## config.mk

```make
export PLATFORM = sky130hd
export DESIGN_NAME = argmax_stream_ctrl
export DESIGN_NICKNAME = d
export VERILOG_FILES = /design/src/rtl/argmax_pkg.sv /design/src/rtl/argmax_cmp.sv /design/src/rtl/argmax_stream_ctrl.sv
export SDC_FILE = /design/constraint.sdc
export NUM_CORES = 1
export LEC_CHECK = 0
export ABC_AREA = 1
export CELL_PAD_IN_SITES_DETAIL_PLACEMENT = 1
export CELL_PAD_IN_SITES_GLOBAL_PLACEMENT = 1
export CORE_MARGIN = 2
export CORE_UTILIZATION = 45
export DETAILED_ROUTE_END_ITERATION = 8
export PLACE_DENSITY = 0.83
export SLEW_MARGIN = 10
export SYNTH_ARGS = -nofsm -noshare
export SYNTH_HDL_FRONTEND = slang
export SYNTH_HIERARCHICAL = 1
export SYNTH_SLANG_ARGS = --single-unit
```

## constraint.sdc

```tcl
create_clock -name clk -period 4.7 [get_ports clk]
set_input_delay 0.705 -clock clk [delete_from_list [all_inputs] [get_ports clk]]
set_output_delay 0.705 -clock clk [all_outputs]
set_load 0.01 [all_outputs]
```

## src/rtl/argmax_pkg.sv

```systemverilog
// rtl/argmax_pkg.sv - shared state encoding and default sizing for the argmax controller
package argmax_pkg;

  typedef enum logic [1:0] {
    IDLE  = 2'd0,
    ACCUM = 2'd1,
    HOLD  = 2'd2
  } state_t;

  localparam int DEFAULT_NUM_CLASSES = 10;
  localparam int DEFAULT_IDX_WIDTH   = 4;

endpackage

```

## src/rtl/argmax_cmp.sv

```systemverilog
// rtl/argmax_cmp.sv - single a >= b score comparator
// Signed compare when ARGMAX_SIGNED_EN is defined, unsigned otherwise.
module argmax_cmp #(
  parameter int DATA_WIDTH = 32
) (
  input  logic [DATA_WIDTH-1:0] a,
  input  logic [DATA_WIDTH-1:0] b,
  output logic                  ge
);

`ifdef ARGMAX_SIGNED_EN
  assign ge = $signed(a) >= $signed(b);
`else
  assign ge = a >= b;
`endif

endmodule

```

## src/rtl/argmax_stream_ctrl.sv

```systemverilog
// rtl/argmax_stream_ctrl.sv - sequential argmax over a stream of class scores
// Compare signedness selected by ARGMAX_SIGNED_EN (see argmax_cmp).
module argmax_stream_ctrl
  import argmax_pkg::*;
#(
  parameter int DATA_WIDTH  = 32,
  parameter int NUM_CLASSES = DEFAULT_NUM_CLASSES,
  parameter int IDX_WIDTH   = DEFAULT_IDX_WIDTH
) (
  input  logic                  clk,
  input  logic                  reset,
  input  logic                  in_valid,
  output logic                  in_ready,
  input  logic [DATA_WIDTH-1:0] in_data,
  input  logic                  in_last,
  output logic                  out_valid,
  input  logic                  out_ready,
  output logic [IDX_WIDTH-1:0]  out_class,
  output logic [DATA_WIDTH-1:0] out_score,
  output logic                  busy,
  output logic                  err_len,
  input  logic                  err_clr
);

  localparam logic [IDX_WIDTH-1:0] LAST_IDX = IDX_WIDTH'(NUM_CLASSES - 1);

  state_t                state;
  state_t                state_next;
  logic [IDX_WIDTH-1:0]  beat_cnt;
  logic [IDX_WIDTH-1:0]  beat_idx;
  logic [DATA_WIDTH-1:0] best_score;
  logic [DATA_WIDTH-1:0] best_score_next;
  logic [IDX_WIDTH-1:0]  best_idx;
  logic [IDX_WIDTH-1:0]  best_idx_next;
  logic                  accept;
  logic                  terminal;
  logic                  len_bad;
  logic                  score_ge;

  // The first beat of a frame is always index 0, whatever beat_cnt holds.
  assign beat_idx = (state == IDLE) ? '0 : beat_cnt;
  assign accept   = in_valid && in_ready;
  assign terminal = in_last || (beat_idx == LAST_IDX);
  assign len_bad  = !(in_last && (beat_idx == LAST_IDX));

  argmax_cmp #(.DATA_WIDTH(DATA_WIDTH)) u_cmp (
    .a  (in_data),
    .b  (best_score),
    .ge (score_ge)
  );

  // Running best including the beat on the bus; >= lets later ties win.
  always_comb begin
    best_score_next = best_score;
    best_idx_next   = best_idx;
    if (state == IDLE || score_ge) begin
      best_score_next = in_data;
      best_idx_next   = beat_idx;
    end
  end

  always_ff @(posedge clk or posedge reset) begin
    if (reset) begin
      state <= IDLE;
    end else begin
      state <= state_next;
    end
  end

  always_comb begin
    state_next = state;
    case (state)
      IDLE:    if (accept) state_next = terminal ? HOLD : ACCUM;
      ACCUM:   if (accept && terminal) state_next = HOLD;
      HOLD:    if (out_valid && out_ready) state_next = IDLE;
      default: state_next = IDLE;
    endcase
  end

  always_comb begin
    in_ready  = (state != HOLD);
    out_valid = (state == HOLD);
    busy      = (state != IDLE);
  end

  always_ff @(posedge clk or posedge reset) begin
    if (reset) begin
      beat_cnt   <= '0;
      best_score <= '0;
      best_idx   <= '0;
      out_score  <= '0;
      out_class  <= '0;
    end else if (accept) begin
      beat_cnt   <= beat_idx + 1'b1;
      best_score <= best_score_next;
      best_idx   <= best_idx_next;
      // Result registers only move at frame end so they hold after the handshake.
      if (terminal) begin
        out_score <= best_score_next;
        out_class <= best_idx_next;
      end
    end
  end

  always_ff @(posedge clk or posedge reset) begin
    if (reset) begin
      err_len <= 1'b0;
    end else if (accept && terminal && len_bad) begin
      err_len <= 1'b1;
    end else if (err_clr) begin
      err_len <= 1'b0;
    end
  end

endmodule

```

==> results.py <==
metrics = {
    "status": {
        "status": "finished clean",
    },
    "timing": {
        "slew_headroom_pct": 37.5,
        "rsz0062_at_grt": "no",
        "setup_violations": 0,
        "layout_setup_ws_ps": 1310,
        "fmax_mhz": 295,
        "setup_tns_ps": 0,
        "tightest_slew_ps": 937,
        "fin_crit_sh_pct": 72.2,
        "period_needed_ps": 3390,
        "maxSlewViolCount": 0,
        "hold_viol": 0,
        "clock_skew_ps": 8.44,
    },
    "worst_setup_path": {
        "rrSetupSlack_ps": 1660,
        "crit_fanout": 43,
        "required_ps": 4920,
        "rr_startpoint": "best_score[7]",
        "cp-start-kind": "input pin",
        "r2r-end": "out_score[7]",
        "critPathCaptureType": "register",
        "crit_type": "input pin to register",
        "worstRegToRegCells": 18,
        "arrival_ps": 3610,
    },
    "detailed_routing": {
        "drt_drc_violations_left": 0,
        "avgRoutedWirePerCell_um": 15.1,
        "ant_nets": 0,
        "vias_per_cell": 5.04,
        "wirelength_um": 11500,
        "drtPass1Iterations": 4,
        "num_vias": 3838,
        "drt-initial-drc-count": 121,
    },
    "pwr": {
        "fin_total_pwr_uw": 4000,
        "powerDensity_nw_per_um2": 672,
        "ir_drop_v": 0.000288,
        "leakagePower_uw": 0.00292,
    },
    "grt": {
        "antenna_found_initial": 0,
        "grt_pass1_vias": 3982,
        "grt_max_degree": 73,
        "gr-usage-all-layers_pct": 21.1,
        "grt_pass1_wl_um": 19300,
        "overflow": 0,
    },
    "layout": {
        "drive_gt1_share_pct": 25.2,
        "area_growth_pct": 20.0,
        "final_util_pct": 55.2,
        "final_cell_mix": "123 x nand2_1, 88 x o21ai_2, 85 x inv_1, 79 x dfrtp_1, 77 x clkdlybuf4s50_1",
        "final_common_cell": "nand2_1",
        "fin_nets": 689,
        "n_antenna_cell": 0,
    },
    "synthesis": {
        "synthArstFlopShare_pct": 100,
        "synth-edff-count": 0,
        "ys_top_cells_by_area": "dfrtp_1 40%, o21ai_2 16%, nand2_1 9.3%",
        "ys.warnings.count": 6,
        "syn_area_um2": 4960,
        "syn-num-nets": 618,
        "netlist.area_leader.share_pct": 39.8,
        "ys_seq_area_share_pct": 39.8,
        "synthCells": 546,
        "synthFlopType": "dfrtp_1",
        "avgSynthCellArea_um2": 9.09,
        "synth-seq-cells": 79,
        "yosys.cell_types.count": 29,
        "synth_top_area_cell": "dfrtp_1",
    },
    "floorplanning": {
        "die-area_um2": 11900,
        "die_h_um": 109,
        "num_io_pins": 78,
        "core_um2": 10800,
        "die_x_um": 109,
        "placementRows": 38,
        "start_util_pct": 46.0,
    },
    "clock_tree": {
        "ctsHoldBuffers": 0,
        "cts_tree": "built",
        "htreeDepth": 3,
        "clock_latency_ps": 360,
        "cts.sinks": 79,
        "cts_made_buffers": 9,
        "cts_resized": 0,
        "cts_setup_buffers": 0,
        "root_buffer": "clkbuf_8",
        "clockBufferDepth": 2,
        "clk_pin_slew_ps": 80,
    },
    "placement": {
        "port_buffers": 77,
        "globalplace.congestion": 0.785,
        "dp_hpwl_um": 8290,
        "dp_slack_ps": 957,
    },
    "hold_path": {
        "hold_start": "out_class[1]",
        "holdPathEnd": "out_class[1]",
        "hp-class": "register to register",
        "holdPathStages": 2,
    },
    "job": {
        "cap_viol_max_count": 0,
    },
}
-- synth_stat cells (6+ instances only) --
cell type  count
nand3_1        6
nand2_1      123
ha_1          34
o21ai_2       88
dfrtp_1       79
buf_2         10
inv_1         86
nand2_4       30
a21oi_1       16
nor2_1        11
o21ai_0        9
o21ai_1       17
-- cell families after synthesis --
logic type               share of synthesized area (%)
flip-flops                                        39.8
AO/OA/AOI/OAI                                     21.0
AND/OR/NAND/NOR                                   19.6
adder cells (fa/ha/maj)                           8.57
buffers and inverters                             11.0
-- worst max path at each step --
| stage | start | endpoint | slack (ps) | cells past startpoint |
|---|---|---|---|---|
| 3_3_place_gp | in_data[7] | out_score[7] | 1050 | 18 |
| 5_1_grt | in_data[7] | out_score[24] | 1090 | 18 |
| 3_5_place_dp | in_data[7] | out_score[7] | 960 | 18 |
| 4_1_cts | in_data[7] | out_score[7] | 1340 | 18 |
| 6_report | in_data[7] | out_score[7] | 1310 | 18 |
| 2_1_floorplan | reset | beat_cnt[0] | 1970 | 1 |
-- flip-flops by register name, summed over array words and instances (netlist names) --
signal,flops
best_score,32
out_score,32
err_len,1
out_class,4
state,2
beat_cnt,4
best_idx,4
-- worst max-delay path, stage by stage --
cell and delay [ps]:
clkdlybuf4s50_1 430, ha_1 320, nand2_1 80, inv_2 70
nand2_2 50, nor2_2 90, nor2_1 40, nand2_1 100
nand2_1 70, nand2_1 110, nand2_1 60, nand2_1 190
nor2_4 80, inv_4 580, buf_4 380, nand2_4 70
o21ai_2 90, o21ai_2 60
-- where the power goes --
part,switching (µW),internal [µW]
sequential,255,993
combinational,1310,909
clock,261,274
-- per-stage QoR --
step	hold WS (ps)	instances	area [µm²]
final	482	762	5950
after detailed placement	465	746	5750
after global routing	507	762	5950
after floorplan	459	546	4960
after CTS	487	762	5950
after global placement	466	746	5750
-- per-layer routing --
metal | track usage [%] | vias to the layer above | share of wire, %
met2 | 36.8 | 55 | 51
met1 | 26.3 | 1868 | 44
met5 | 0 | - | 0
met4 | 8.42 | 0 | 2.1
li1 | - | 1899 | -
met3 | 2.63 | 16 | 2.7
-- cell type report --
cell class | instances | area, µm²
clock buffers | 11 | 151
clock inverters | 5 | 56.3
fillers | 1251 | 4840
inverters | 91 | 347
multi-input cells | 354 | 2440
flip-flops and latches | 79 | 1980
well taps | 140 | 175
repair buffers | 82 | 808
Note: power is estimated with default switching activity, not from simulation.
